<file path="src/rtl/pipe_issue_ctrl.sv">
// In-order issue controller: a small instruction FIFO feeding a registered issue
// slot, with a two-deep RAW hazard window, a flush/drain sequence and counters.
module pipe_issue_ctrl #(
  parameter int QDEPTH     = 4,
  parameter int PIPE_DEPTH = 4
) (
  input  logic        CLK,
  input  logic        RST_N,
  input  logic        in_valid,
  output logic        in_ready,
  input  logic [3:0]  in_rs1,
  input  logic [3:0]  in_rs2,
  input  logic [3:0]  in_rd,
  input  logic [3:0]  in_func,
  input  logic [7:0]  in_addr,
  input  logic        flush,
  output logic        iss_valid,
  output logic [3:0]  rs1,
  output logic [3:0]  rs2,
  output logic [3:0]  rd,
  output logic [3:0]  func,
  output logic [7:0]  addr,
  output logic        busy,
  output logic        drain_done,
  output logic [15:0] issue_cnt,
  output logic [15:0] stall_cnt
);

  localparam int PW = (QDEPTH > 1) ? $clog2(QDEPTH) : 1;
  localparam int CW = $clog2(QDEPTH + 1);
  localparam int DW = (PIPE_DEPTH > 0) ? $clog2(PIPE_DEPTH + 1) : 1;
  localparam int EW = 24;

  typedef enum logic [1:0] {IDLE, RUN, STALL, DRAIN} state_t;

  state_t          state, state_nxt;
  logic [EW-1:0]   q_mem [QDEPTH];
  logic [PW-1:0]   wr_ptr, rd_ptr;
  logic [CW-1:0]   q_cnt;
  logic            vld_p0, vld_p1;
  logic [3:0]      rd_p0, rd_p1;
  logic [DW-1:0]   dcnt, dcnt_nxt;
  logic            drain_fire;

  logic [3:0]      h_rs1, h_rs2, h_rd, h_func;
  logic [7:0]      h_addr;
  logic            q_nempty, q_full, hit_p0, hit_p1, hazard, issue, enq;

  function automatic logic [15:0] sat_inc(input logic [15:0] v);
    return (v == 16'hFFFF) ? v : v + 16'd1;
  endfunction

  function automatic logic [PW-1:0] ptr_inc(input logic [PW-1:0] p);
    return (p == PW'(QDEPTH - 1)) ? '0 : p + PW'(1);
  endfunction

  assign {h_rs1, h_rs2, h_rd, h_func, h_addr} = q_mem[rd_ptr];

  assign q_nempty = (q_cnt != '0);
  assign q_full   = (q_cnt == CW'(QDEPTH));
  assign hit_p0   = vld_p0 && ((h_rs1 == rd_p0) || (h_rs2 == rd_p0));
  assign hit_p1   = vld_p1 && ((h_rs1 == rd_p1) || (h_rs2 == rd_p1));
  // Issue is decided purely by the head and the window; the FSM only tracks phase.
  assign hazard   = q_nempty && (hit_p0 || hit_p1);
  assign issue    = q_nempty && !(hit_p0 || hit_p1);
  assign in_ready = !q_full && (state != DRAIN);
  assign enq      = in_valid && in_ready;
  assign busy     = q_nempty || vld_p0 || vld_p1 || (state == DRAIN);

  always_comb begin
    state_nxt  = state;
    dcnt_nxt   = dcnt;
    drain_fire = 1'b0;
    case (state)
      IDLE: begin
        if (flush) begin
          state_nxt = DRAIN;
          dcnt_nxt  = '0;
        end else if (q_nempty) begin
          state_nxt = RUN;
        end
      end
      RUN: begin
        if (flush) begin
          state_nxt = DRAIN;
          dcnt_nxt  = '0;
        end else if (hazard) begin
          state_nxt = STALL;
        end else if (!q_nempty) begin
          state_nxt = IDLE;
        end
      end
      STALL: begin
        if (flush) begin
          state_nxt = DRAIN;
          dcnt_nxt  = '0;
        end else if (!hazard) begin
          state_nxt = RUN;
        end
      end
      DRAIN: begin
        // The countdown only advances once the queue has fully issued.
        if (!q_nempty) begin
          if (dcnt == DW'(PIPE_DEPTH)) begin
            drain_fire = 1'b1;
            state_nxt  = IDLE;
            dcnt_nxt   = '0;
          end else begin
            dcnt_nxt = dcnt + DW'(1);
          end
        end
      end
      default: state_nxt = IDLE;
    endcase
  end

  // p0: issue slot and hazard window head; p1: second window slot
  always_ff @(posedge CLK or negedge RST_N) begin
    if (!RST_N) begin
      state      <= IDLE;
      dcnt       <= '0;
      drain_done <= 1'b0;
      wr_ptr     <= '0;
      rd_ptr     <= '0;
      q_cnt      <= '0;
      vld_p0     <= 1'b0;
      vld_p1     <= 1'b0;
      iss_valid  <= 1'b0;
      rs1        <= '0;
      rs2        <= '0;
      rd         <= '0;
      func       <= '0;
      addr       <= '0;
      issue_cnt  <= '0;
      stall_cnt  <= '0;
    end else begin
      state      <= state_nxt;
      dcnt       <= dcnt_nxt;
      drain_done <= drain_fire;
      if (enq)   wr_ptr <= ptr_inc(wr_ptr);
      if (issue) rd_ptr <= ptr_inc(rd_ptr);
      q_cnt      <= q_cnt + CW'(enq) - CW'(issue);
      vld_p0     <= issue;
      vld_p1     <= vld_p0;
      iss_valid  <= issue;
      rs1        <= issue ? h_rs1  : '0;
      rs2        <= issue ? h_rs2  : '0;
      rd         <= issue ? h_rd   : '0;
      func       <= issue ? h_func : '0;
      addr       <= issue ? h_addr : '0;
      if (issue)  issue_cnt <= sat_inc(issue_cnt);
      if (hazard) stall_cnt <= sat_inc(stall_cnt);
    end
  end

  // Data-only storage: qualified by pointers and window valids, so no reset.
  always_ff @(posedge CLK) begin
    if (enq) q_mem[wr_ptr] <= {in_rs1, in_rs2, in_rd, in_func, in_addr};
    rd_p0 <= issue ? h_rd : '0;
    rd_p1 <= rd_p0;
  end

endmodule

</file>
<file path="config.mk">
export PLATFORM = sky130hd
export DESIGN_NAME = pipe_issue_ctrl
export DESIGN_NICKNAME = d
export VERILOG_FILES = /design/src/rtl/pipe_issue_ctrl.sv
export SDC_FILE = /design/constraint.sdc
export NUM_CORES = 1
export LEC_CHECK = 0
export BUFFER_PORTS_ARGS = -buffer_cell sky130_fd_sc_hd__clkbuf_2
export CAP_MARGIN = 0
export CORE_MARGIN = 1
export CORE_UTILIZATION = 44
export DETAILED_ROUTE_END_ITERATION = 7
export PLACE_DENSITY = 0.73
export SETUP_SLACK_MARGIN = 0.4
export SLEW_MARGIN = 20
export SYNTH_ARGS = -nofsm -noshare
export SYNTH_HDL_FRONTEND = slang
export SYNTH_SLANG_ARGS = --single-unit
</file>
<file path="constraint.sdc">
create_clock -name CLK -period 4.5 [get_ports CLK]
set_input_delay 0.9 -clock CLK [delete_from_list [all_inputs] [get_ports CLK]]
set_output_delay 0.9 -clock CLK [all_outputs]
set_load 0.05 [all_outputs]
</file>
Yosys cells after proc, flatten, opt, wreduce, memory -nomap -nowiden
Memory sizes are Yosys's and may differ from the RTL's.
Cells that the tools add are included.

cells by class
  reduce and logical (&&, ||, !) cells = 21
  equal/unequal tests = 20
  bitwise operators = 2
  $add $sub $neg = 7
  muxes and demuxes = 26

operator list
  operator                 count
  $add A16 B1 Y16 const B  2
  $eq A16 B16 Y1 const B   2
  $mux W2                  11
  $eq A4 B4 Y1             4
  $mux W4                  4
  $mux W3                  3
  $eq A2 B2 Y1 const B     4
  $mux W8                  1
  $pmux W2 S4              1
  $eq A3 B3 Y1 const B     2
  $logic_and A1 B1 Y1      6
  $logic_or A1 B1 Y1       6
  $ne A3 B3 Y1 const B     2
  $pmux W3 S2              1
  $reduce_and A2 Y1        3
  $mux W1                  5
  $reduce_and A5 Y1        1
  $add A2 B1 Y2 const B    2
  $ne A2 B1 Y1 const B     2
  $ne A2 B2 Y1 const B     2
  $ne A4 B4 Y1 const B     1
  $add A3 B1 Y3            1
  $add A3 B1 Y3 const B    1
  $reduce_bool A3 Y1       1
  other kinds (6)          8

word-level totals
  memory bits (writable) = 96
  input bits = 28
  memories kept = 1
  flip-flop bits (word level) = 79
  logic and storage cells = 94
  output and inout port bits = 60

memories
  memory  depth  bits a word  read ports  clocked after Yosys merged registers in  wr ports  RTL line  source
  q_mem   4      24           1           0                                        1         37        logic [EW-1:0] q_mem [QDEPTH];

Depth between registers and ports, before layout
Gate-level depths: netlist of the first run.
An unclocked memory read counts as a cell.

  depth after elaboration = 9
  depth in mapped cells = 16
  mapped depth without buffers = 13

Least setup slack after synthesis of the first run
Ideal clock, no wire load.

  kind = reg-to-reg
  from = register state[1]
  to = register q_cnt[2]
  path slack = 1.004 ns
  clock period less this slack = 3.496 ns
  data arrival time = 3.370 ns
  data required time = 4.374 ns
  cell stages (with the launch flop) = 11
  setup time = 0.126 ns
  path buffers = 0
  cells stage by stage = dfrtp_1 -> nand2_1 -> a21boi_0 -> nand2_1 -> ha_1 -> inv_1 -> ha_1 -> inv_1 -> fa_1 -> xnor2_1 -> xnor2_1

between the ends
  word-level cells in the longest chain between the ends = 5

ends and longest elaborated chain
  what                    RTL line  source
  from (decl)             36        state_t state, state_nxt;
  from (signal assigned)  137       state <= state_nxt;
  $ne A2 B2 Y1            66        assign in_ready = !q_full && (state != DRAIN);
  $logic_and A1 B1 Y1     66
  named net in_ready      10        output logic in_ready,
  $logic_and A1 B1 Y1     67        assign enq = in_valid && in_ready;
  $add A3 B1 Y3           142       q_cnt <= q_cnt + CW'(enq) - CW'(issue);
  $sub A3 B1 Y3           142
  to (signal assigned)    142
  to (decl)               39        logic [CW-1:0] q_cnt;

The timed path passes the listed nets, and every way through them passes these cells.
A chain may end at the register's enable or synchronous reset.

Worst setup path after layout of the first run
  from = register rd_ptr[0]
  to = register q_cnt[2]

between the ends
  word-level cells in the longest chain between the ends = 8
  elaborated cells between the ends (all ways) = 13
  those cells by class = add/sub: 1; eq/ne: 4; reduce/logical: 7; memory: 1

ends and longest elaborated chain
  what                                           RTL line  source
  from (decl)                                    38        logic [PW-1:0] wr_ptr, rd_ptr;
  from (signal assigned)                         141       if (issue) rd_ptr <= ptr_inc(rd_ptr);
  $mem_v2 Z4 W24 (*)                             --
  $eq A4 B4 Y1, on equally long branches         61, 62
  $logic_or A1 B1 Y1, on equally long branches   61, 62
  $logic_and A1 B1 Y1, on equally long branches  61, 62
  $logic_or A1 B1 Y1 (*)                         65        assign issue = q_nempty && !(hit_p0 || hit_p1);
  $logic_not A1 Y1 (*)                           65
  $logic_and A1 B1 Y1 (*)                        65
  $sub A3 B1 Y3 (*)                              142

Mark *: on every way between the ends. The rest lies on a longest branch, timed or not.

==> results of run 1 <==
-- where the power goes --
group	switching [mW]	internal [mW]	total [mW]	leakage [nW]
Sequential	0.239	1.99	2.23	1.83
Combinational	1.47	0.821	2.29	1.22
Clock	0.664	0.848	1.51	0.303
Total	2.38	3.66	6.04	3.35
-- worst reg2reg max path, cell delays in order (launching register included) --
cell	delay [ns]
dfrtp_1	0.64
buf_4	0.30
mux4_1	0.66
xnor2_1	0.21
nand4_1	0.17
a21bo_2	0.28
nand3_4	0.15
inv_2	0.05
ha_1	0.28
inv_1	0.05
ha_1	0.14
inv_1	0.05
fa_1	0.37
xnor2_1	0.20
xnor2_1	0.14
-- layout make-up --
type / instances / area share [%]
Sequential cell: 175 / 58.2
Multi-Input combinational cell: 231 / 24.4
Timing Repair Buffer: 95 / 6.02
Clock buffer: 17 / 5.14
Tap cell: 211 / 3.19
Clock inverter: 15 / 2.31
Inverter: 15 / 0.680
-- sequential cells by signal (all words and copies together) (netlist names), 2 cells and up --
name       flops
q_mem         96
issue_cnt     16
stall_cnt     16
addr           8
func           4
rd             4
rd_p0          4
rd_p1          4
rs1            4
rs2            4
dcnt           3
q_cnt          3
rd_ptr         2
state          2
wr_ptr         2
-- per-layer routing --
metal / vias to the layer above / share of wire (%)
li1: 1813 / -
met1: 1970 / 43
met2: 109 / 50
met3: 14 / 5.4
met4: 0 / 1.2
met5: - / 0
-- per-stage QoR --
step,setup WS [ns],instance area (µm²),util (%),total power [mW],cells
after floorplan,1.00,6970,-,4.01,433
after global placement,0.879,7660,50.0,4.50,727
after detailed placement,0.700,7660,50.0,4.59,727
after CTS,0.665,8280,54.0,6.12,759
after global routing,0.447,8280,54.0,6.37,759
final,0.709,8280,54.0,6.04,759
-- worst min-delay path by stage --
stage / startpoint / end / slack, ns / cells after the start
3_5_place_dp: rd_p0[0] / rd_p1[0] / 0.41 / 0
2_1_floorplan: rd_p0[0] / rd_p1[0] / 0.37 / 0
6_report: rd_p0[0] / rd_p1[0] / 0.42 / 0
4_1_cts: rd_p0[0] / rd_p1[0] / 0.42 / 0
3_3_place_gp: rd_p0[0] / rd_p1[0] / 0.41 / 0
5_1_grt: rd_p0[0] / rd_p1[0] / 0.42 / 0
-- layout by cell type, fill, tap and decap left out, types with 4 or more instances in the layout --
cell | synthesis | final
edfxtp_1 | 96 | 96
clkbuf_2 | 0 | 86
dfrtp_1 | 71 | 71
xnor2_1 | 33 | 33
and2_1 | 25 | 25
nand2_1 | 22 | 22
nor2_1 | 20 | 20
clkbuf_16 | 0 | 17
nand3_1 | 16 | 16
inv_1 | 14 | 14
mux4_1 | 14 | 14
xor2_1 | 13 | 13
nor3_1 | 12 | 12
ha_1 | 11 | 11
mux4_2 | 10 | 10
nand4_1 | 10 | 10
buf_4 | 1 | 9
dfxtp_1 | 8 | 8
and3_1 | 6 | 6
inv_6 | 0 | 6
nor4_1 | 5 | 5
or3_1 | 4 | 4
mux2_2 | 4 | 4
-- logic make-up (layout without fill, tap and decap cells) --
kind of cell             after synthesis  count (layout)
AND/OR/NAND/NOR                      126             126
multiplexers                          29              29
AO/OA/AOI/OAI                         18              18
buffers and inverters                 27             142
XOR/XNOR                              46              46
flip-flops                           175             175
adder cells (fa/ha/maj)               12              12
==> reports/metrics.csv, run 1 <==
metric,value,unit
status,finished clean,
CP most frequent cell,xnor2_1,
# diodes,0,
fin nets,575,
storage element area,4820,µm²
initial antenna violation count,0,
Mapped Cells,433,
CTS Hold Bufs,0,
post-DP HPWL,8690,µm
number of global-route vias before repair,4032,
gpl congestion,0.803,
busiest grt layer,met2,
Hold Path Class,reg2reg,
CTS tree,done,
Crit. End Element,flip-flop,
simple-gate share of the synthesized area,9.64,%
pwr/cell area,730,nW/µm²
Layout area overhead,18.7,%
Main synth FF type,edfxtp_1,
Total GRT Usage,17.7,%
Synth top area share,41.3,%
Slew HR,34.2,%
number of synthesized flops with an enable pin,96,
H-tree depth,4,
Root Driver,clkbuf_16,
"Seq/Total Area, Yosys",69.1,%
"CTS clk-pin slew, worst paths",0.07,ns
worst flop-to-flop path endpoint,q_cnt[2],
DR iter-0 viols,188,
clock sinks,175,
Initial Util,45.5,%
"top cells by count, synth","edfxtp_1 (96), dfrtp_1 (71), xnor2_1 (33)",
top-count cell post-synth,edfxtp_1,
reg2reg start,rd_ptr[0],
drt total wl,13200,µm
# Post-CTS Setup Buffers,0,
Resized cells post-CTS,0,
fill count,1241,
Setup Total Neg Slack,0,ns
multiplexer area fraction after synthesis,9.37,%
Port Buffers,87,
Clock Path Buffers,2,
Worst EP arrival,4.14,ns
die height,128,µm
top-level port count,88,
CP startpoint,rd_ptr[0],
Die ar.,16400,µm²
"area leader, netlist",edfxtp_1,
"Hold Violations, Final",0,
GR Overflow Total,0,
Slew Limit Fails,0,
drt drc,0,
critical-path cell list,buf_4 -> mux4_1 -> xnor2_1 -> nand4_1 -> a21bo_2 -> nand3_4 -> inv_2 -> ha_1 -> inv_1 -> ha_1 -> inv_1 -> fa_1 -> xnor2_1 -> xnor2_1,
largest family of logic cells by synthesized area,simple AND/OR/NAND/NOR gates,
Post-synth ARST share,40.6,%
post-synthesis adder-cell area fraction,2.26,%
Worst Path Max Fanout,10,
DR vias/cell,5.15,
via count,3906,
Worst R2R Path Depth,14,
CP top delay family,adder cells,
slowest cell on the critical path,mux4_1,
worst skew pair latency,0.42,ns
Worst VDD drop,0.000425,V
worst-margin pin slew,0.988,ns
met3 global-route usage,5.72,%
"Min Clock Period, post-route",3.79,ns
fmax,0.264,GHz
Syn Nets,473,
synth warn,0,
WP data required,4.85,ns
area share of xor/xnor cells in the synthesized design,5.78,%
clock skew,0.00807,ns
largest net degree at the start of global routing,72,
Worst path max stage delay,0.66,ns
total CTS buffers,17,
GR Util met1,21.4,%
WP depth,14,
final period utilization,84.2,%
syn_area_per_cell,16.1,µm²
share of cells above drive strength 1,27.2,%
Hold WS,0.417,ns
Crit path buffers/inverters,4,
Die Wd,128,µm
footprint of the multi-input gates,2020,µm²
distinct cell type count after synthesis,44,
met2 usage,30.1,%
Post-DRT Antenna Nets,0,
CORE AREA,15300,µm²
# setup viols final,0,
cell row count,45,
crit start category,flip-flop,
DR WL/cell,17.4,µm
reg2reg setup slack,0.71,ns
RSZ-0062 raised after global routing,no,
WS Path Type,reg2reg,
Synth Register Bits,175,
CP Capture Point,q_cnt[2],
Max Cap Violations,0,
first-pass GRT wire length,21400,µm
static leakage,3.35,nW
Compound-Gate Fraction of Synth Area,1.94,%
Area contributors post-synth,"edfxtp_1 (41%), dfrtp_1 (25%), mux4_1 (5.3%)",
Initial DRT Pass Iterations,4,
Post-Syn Area,6970,µm²
Power figures use the tool's default switching activity.
==> run 2, diff against run 1 <==
- clock period: 4.5 -> 3.55 ns (I/O delays scaled with it)
==> reports/metrics.csv, run 2 (same netlist as run 1, synthesis figures left out) <==
metric,value,unit,change
status,finished clean,,
first-pass GRT wire length,20000,µm,-6.6%
DR iter-0 viols,175,,-6.9%
Die Wd,128,µm,unchanged
overall power,7.69,mW,+27%
number of global-route vias before repair,3937,,-2.4%
fill count,1264,,+1.9%
Clock Path Buffers,2,,unchanged
Post-Place Worst Slack,0.214,ns,-0.486 ns
via count,3816,,-2.3%
Crit path buffers/inverters,4,,unchanged
final period utilization,85.4,%,+1.2 points
# setup viols final,0,,unchanged
critical-path cell list,buf_4 -> mux4_2 -> xnor2_1 -> nand4_1 -> a21bo_2 -> nand3_4 -> inv_4 -> ha_4 -> inv_2 -> ha_4 -> inv_2 -> fa_2 -> xnor2_2 -> xnor2_1,,
Crit. End Element,flip-flop,,
total CTS buffers,17,,unchanged
drt total wl,12700,µm,-4.2%
fmax,0.330,GHz,+25%
"CTS clk-pin slew, worst paths",0.06,ns,about the same
Worst VDD drop,0.000433,V,+1.9%
Biggest register,q_mem,,
CP top delay family,adder cells,,
pwr/cell area,928,nW/µm²,+27%
CORE AREA,15300,µm²,unchanged
slowest cell on the critical path,mux4_2,,
share of cells above drive strength 1,30.5,%,+3.3 points
Largest register FFs,96,,unchanged
GR Overflow Total,0,,unchanged
worst-margin pin slew,0.926,ns,-0.0620 ns
Max Cap Violations,0,,unchanged
Worst Path Max Fanout,4,,-6
Setup Total Neg Slack,0,ns,unchanged
Slew Limit Fails,0,,unchanged
Slew HR,38.3,%,+4.1 points
Die ar.,16400,µm²,unchanged
fin nets,578,,+0.52%
CTS tree,done,,
static leakage,3.34,nW,-0.47%
gpl congestion,0.802,,about the same
drt drc,0,,unchanged
largest registers,"q_mem: 96 flops, issue_cnt: 16 flops, stall_cnt: 16 flops",,
cell row count,45,,unchanged
die height,128,µm,unchanged
Root Driver,clkbuf_16,,
largest net degree at the start of global routing,72,,unchanged
# diodes,0,,unchanged
Worst EP arrival,3.33,ns,-0.81 ns
Layout area overhead,18.8,%,
post-DP HPWL,8210,µm,-5.5%
Inst Count DP,727,,unchanged
Worst path max stage delay,0.55,ns,-0.11 ns
RSZ-0062 raised after global routing,no,,
top-level port count,88,,unchanged
"commonest non-fill, non-tap cell in the layout",edfxtp_1,,
most frequent cells in the layout,"edfxtp_1 (96), clkbuf_2 (86), dfrtp_1 (69), xnor2_1 (31), and2_1 (25)",,
Initial Util,45.5,%,unchanged
Hold Path Class,reg2reg,,
Port Buffers,87,,unchanged
DR vias/cell,5.01,,-2.7%
Post-DRT Antenna Nets,0,,unchanged
fin util,54.1,%,+0.057 points
worst skew pair latency,0.42,ns,about the same
Total GRT Usage,16.5,%,-1.2 points
crit start category,flip-flop,,
"Hold Violations, Final",0,,unchanged
setup ws final,0.518,ns,-0.191 ns
"Min Clock Period, post-route",3.03,ns,-0.759 ns
initial antenna violation count,0,,unchanged
H-tree depth,4,,unchanged
clock skew,0.00725,ns,-0.000817 ns
WS Path Type,reg2reg,,
Initial DRT Pass Iterations,4,,unchanged
clock sinks,175,,unchanged
DR WL/cell,16.6,µm,-4.6%
WP data required,3.85,ns,-1.00 ns
Finished Layout Cells,762,,+0.40%
## run 2: path summary, 6_finish.rpt
path                                     end       from  cells past startpoint  slack (ns)
worst max register to register      q_cnt[2]  rd_ptr[0]                     14        0.52
min in group asynchronous       issue_cnt[8]      RST_N                      1        0.43
worst min register to register      rd_p1[3]   rd_p0[3]                      0        0.41
worst max-delay path                q_cnt[2]  rd_ptr[0]                     14        0.52
worst min-delay path                rd_p1[3]   rd_p0[3]                      0        0.41
max in group asynchronous          rd_ptr[1]      RST_N                      1        2.48
## run 2: what timing repair did
| action | 4_1_cts | 5_1_grt |
|---|---|---|
| endpoints found under the setup margin | 2 | 2 |
| buffers inserted | 2 | 1 |
| hold buffers | 0 | 0 |
| resized for setup | 1 | 8 |
## run 2: routing by layer
| metal | vias to the layer above | global-route usage [%] | share of wire, % |
|---|---|---|---|
| met3 | 8 | 5.63 | 5.6 |
| li1 | 1813 | - | - |
| met1 | 1909 | 20.0 | 44 |
| met2 | 86 | 27.8 | 50 |
| met4 | 0 | 5.33 | 1.0 |
| met5 | - | 0 | 0 |
## run 2: worst reg2reg max path: cells and delay by family (launching register included)
family / cells / cell delay (ns)
muxes: 1 / 0.55
AOI/OAI and AO/OA: 1 / 0.28
buffers and inverters: 4 / 0.28
adders and majority gates: 3 / 0.67
DFF: 1 / 0.39
xor gates and xnor gates: 3 / 0.45
and+or+nand+nor: 2 / 0.27
## run 2: power breakdown
part / total, mW / internal (mW) / switching [mW]
logic: 3.10 / 1.17 / 1.93
clock network: 1.76 / 0.999 / 0.764
registers: 2.82 / 2.53 / 0.292
total: 7.69 / 4.70 / 2.99
## run 2: layout make-up
type                            count  area, µm²  area share (%)
Sequential cell                   175       4820            58.2
Clock inverter                     13        126            1.53
Clock buffer                       19        443            5.35
Timing Repair Buffer               98        533            6.43
Inverter                           15       58.8           0.710
Tap cell                          211        264            3.19
Multi-Input combinational cell    231       2040            24.6
## run 2: metrics by stage
stage	cell area, µm²	hold slack [ns]
after global routing	8280	0.411
after global placement	7690	0.402
after CTS	8290	0.404
final	8280	0.406
after detailed placement	7690	0.402
after floorplan	7020	0.375
==> run 3, diff against run 2 <==
- CORE_UTILIZATION: 44 -> 56
- PLACE_DENSITY: 0.73 -> 0.87
==> reports/metrics.csv, run 3 (same netlist as run 1, synthesis figures left out) <==
metric,value,unit,change
Biggest register,q_mem,,
Crit. End Element,flip-flop,,
Worst EP arrival,3.39,ns,+0.06 ns
Clock power frac,23.8,%,+0.9 points
WP data required,3.85,ns,about the same
DR vias/cell,5.54,,+11%
Comb pwr share,40.9,%,+0.6 points
Die ar.,12900,µm²,-21%
Finished Layout Cells,728,,-4.5%
Setup Total Neg Slack,0,ns,unchanged
worst flop-to-flop path endpoint,q_cnt[2],,
H-tree depth,4,,unchanged
worst-margin pin slew,0.902,ns,-0.0234 ns
reg2reg setup slack,0.46,ns,-0.06 ns
Port Buffers,87,,unchanged
WS Path Type,reg2reg,,
static leakage,3.41,nW,+2.0%
reg2reg start,rd_ptr[0],,
die height,114,µm,-11%
total CTS buffers,17,,unchanged
storage element area,4820,µm²,unchanged
"Min Clock Period, post-route",3.09,ns,+0.0559 ns
Slew Limit Fails,0,,unchanged
Switching Share,38.5,%,-0.36 points
clock sinks,175,,unchanged
initial antenna violation count,0,,unchanged
drt drc,0,,unchanged
largest registers,"q_mem: 96 flops, issue_cnt: 16 flops, stall_cnt: 16 flops",,
Slew HR,39.9,%,+1.6 points
P_sw,3.10,mW,+3.8%
fill count,782,,-38%
Clock Path Buffers,2,,unchanged
CTS Hold Bufs,0,,unchanged
Hold WS,0.401,ns,-0.00495 ns
Layout area overhead,20.0,%,
"commonest non-fill, non-tap cell in the layout",edfxtp_1,,
crit start category,flip-flop,,
portion of total power attributed to sequential cells,35.2,%,-1.5 points
largest net degree at the start of global routing,72,,unchanged
Worst R2R Path Depth,14,,unchanged
final period utilization,87.0,%,+1.6 points
post-DP HPWL,8470,µm,+3.2%
gpl congestion,0.827,,+3.1%
CORE AREA,12100,µm²,-21%
pwr/cell area,963,nW/µm²,+3.7%
"CTS clk-pin slew, worst paths",0.06,ns,about the same
Post-DRT Antenna Nets,0,,unchanged
clock skew,0.0112,ns,+0.00395 ns
cell row count,40,,-11%
Max Cap Violations,0,,unchanged
GR Overflow Total,0,,unchanged
most frequent cells in the layout,"edfxtp_1 (96), clkbuf_2 (86), dfrtp_1 (69), xnor2_1 (29), and2_1 (25)",,
Inst Count DP,685,,-5.8%
"Hold Violations, Final",0,,unchanged
DR iter-0 viols,264,,+51%
fin nets,587,,+1.6%
number of global-route vias before repair,4205,,+6.8%
"Cell Area, Placed",7650,µm²,-0.60%
Root Driver,clkbuf_16,,
status,finished clean,,
Worst VDD drop,0.000723,V,+67%
share of cells above drive strength 1,31.4,%,+0.94 points
first-pass GRT wire length,21500,µm,+7.6%
footprint of the multi-input gates,2050,µm²,+0.74%
Initial Util,57.8,%,+12 points
# diodes,0,,unchanged
Hold Path Class,in2async,,
"final std cell area, no fill",8370,µm²,+1.0%
internal cell power,4.95,mW,+5.4%
CTS tree,done,,
RSZ-0062 raised after global routing,no,,
worst skew pair latency,0.43,ns,about the same
via count,4031,,+5.6%
Worst Path Max Fanout,5,,+1
fmax,0.324,GHz,-1.8%
DR WL/cell,19.1,µm,+15%
Initial DRT Pass Iterations,4,,unchanged
Largest register FFs,96,,unchanged
Total GRT Usage,23.1,%,+6.6 points
top-level port count,88,,unchanged
Die Wd,114,µm,-11%
drt total wl,13900,µm,+10%
# setup viols final,0,,unchanged
## run 3: cell types whose count changed in the layout (fill, tap and decap cells not counted), sizes merged
cell | previous run | this run
clkbuf | 105 | 108
inv | 21 | 20
clkinv | 6 | 2
clkinvlp | 0 | 1
buf | 12 | 20
bufinv | 1 | 3
## run 3: power by group through the flow
| stage | logic (mW) | clock network, mW | registers (mW) |
|---|---|---|---|
| 2_1_floorplan | 1.74 | 0 | 3.48 |
| 3_5_place_dp | 3.02 | 0 | 2.87 |
| 3_3_place_gp | 2.91 | 0 | 2.85 |
| 6_report | 3.30 | 1.92 | 2.84 |
| 4_1_cts | 3.17 | 1.94 | 2.82 |
| 5_1_grt | 3.56 | 2.03 | 2.88 |
## run 3: critical path: stages, from the launching register on
cell and delay (ns):
dfrtp_2 0.42, clkbuf_16 0.16, mux4_2 0.55, xnor2_1 0.23, nand4_1 0.17, a21bo_2 0.25
nand3_4 0.10, inv_4 0.04, ha_4 0.20, inv_2 0.06, ha_4 0.11, inv_2 0.03
fa_2 0.34, xnor2_2 0.15, xnor2_1 0.14
## run 3: worst max-delay path by stage
stage / from / end / slack [ns] / cells after the start
2_1_floorplan: rd_ptr[0] / q_cnt[2] / 0.39 / 16
3_3_place_gp: rd_ptr[0] / q_cnt[2] / 0.33 / 13
3_5_place_dp: rd_ptr[0] / q_cnt[2] / 0.18 / 13
4_1_cts: rd_ptr[0] / q_cnt[2] / 0.45 / 15
5_1_grt: rd_ptr[0] / q_cnt[2] / 0.32 / 14
6_report: rd_ptr[0] / q_cnt[2] / 0.46 / 14
## run 3: final cells by class
class                           instances  area share, %
Clock buffer                           21           5.38
Clock inverter                         11           1.82
Inverter                               15          0.703
Multi-Input combinational cell        231           24.5
Sequential cell                       175           57.6
Tap cell                              168           2.51
Timing Repair Buffer                  107           7.43
## run 3: what timing repair did
item | in CTS | in global routing
buffers inserted | 5 | 5
setup endpoints to repair | 2 | 1
resized for setup | 7 | 5
gates cloned | 0 | 1
hold endpoints to repair | 0 | 0
pin swaps | 0 | 6
## run 3: metal layers
metal / vias up / global-route usage [%] / share of wire, %
met1: 2052 / 25.9 / 39
met2: 129 / 41.0 / 54
met4: 0 / 8.68 / 2.3
met3: 28 / 7.76 / 5.1
met5: - / 0 / 0
li1: 1822 / - / -
## run 3: through the flow
stage               power [mW]  utilization, %  setup WS (ns)
floorplan                 5.22               -          0.392
global placement          5.77            63.4          0.331
detailed placement        5.89            63.4          0.178
CTS                       7.93            68.6          0.450
global route              8.47            69.4          0.323
finish                    8.06            69.4          0.462
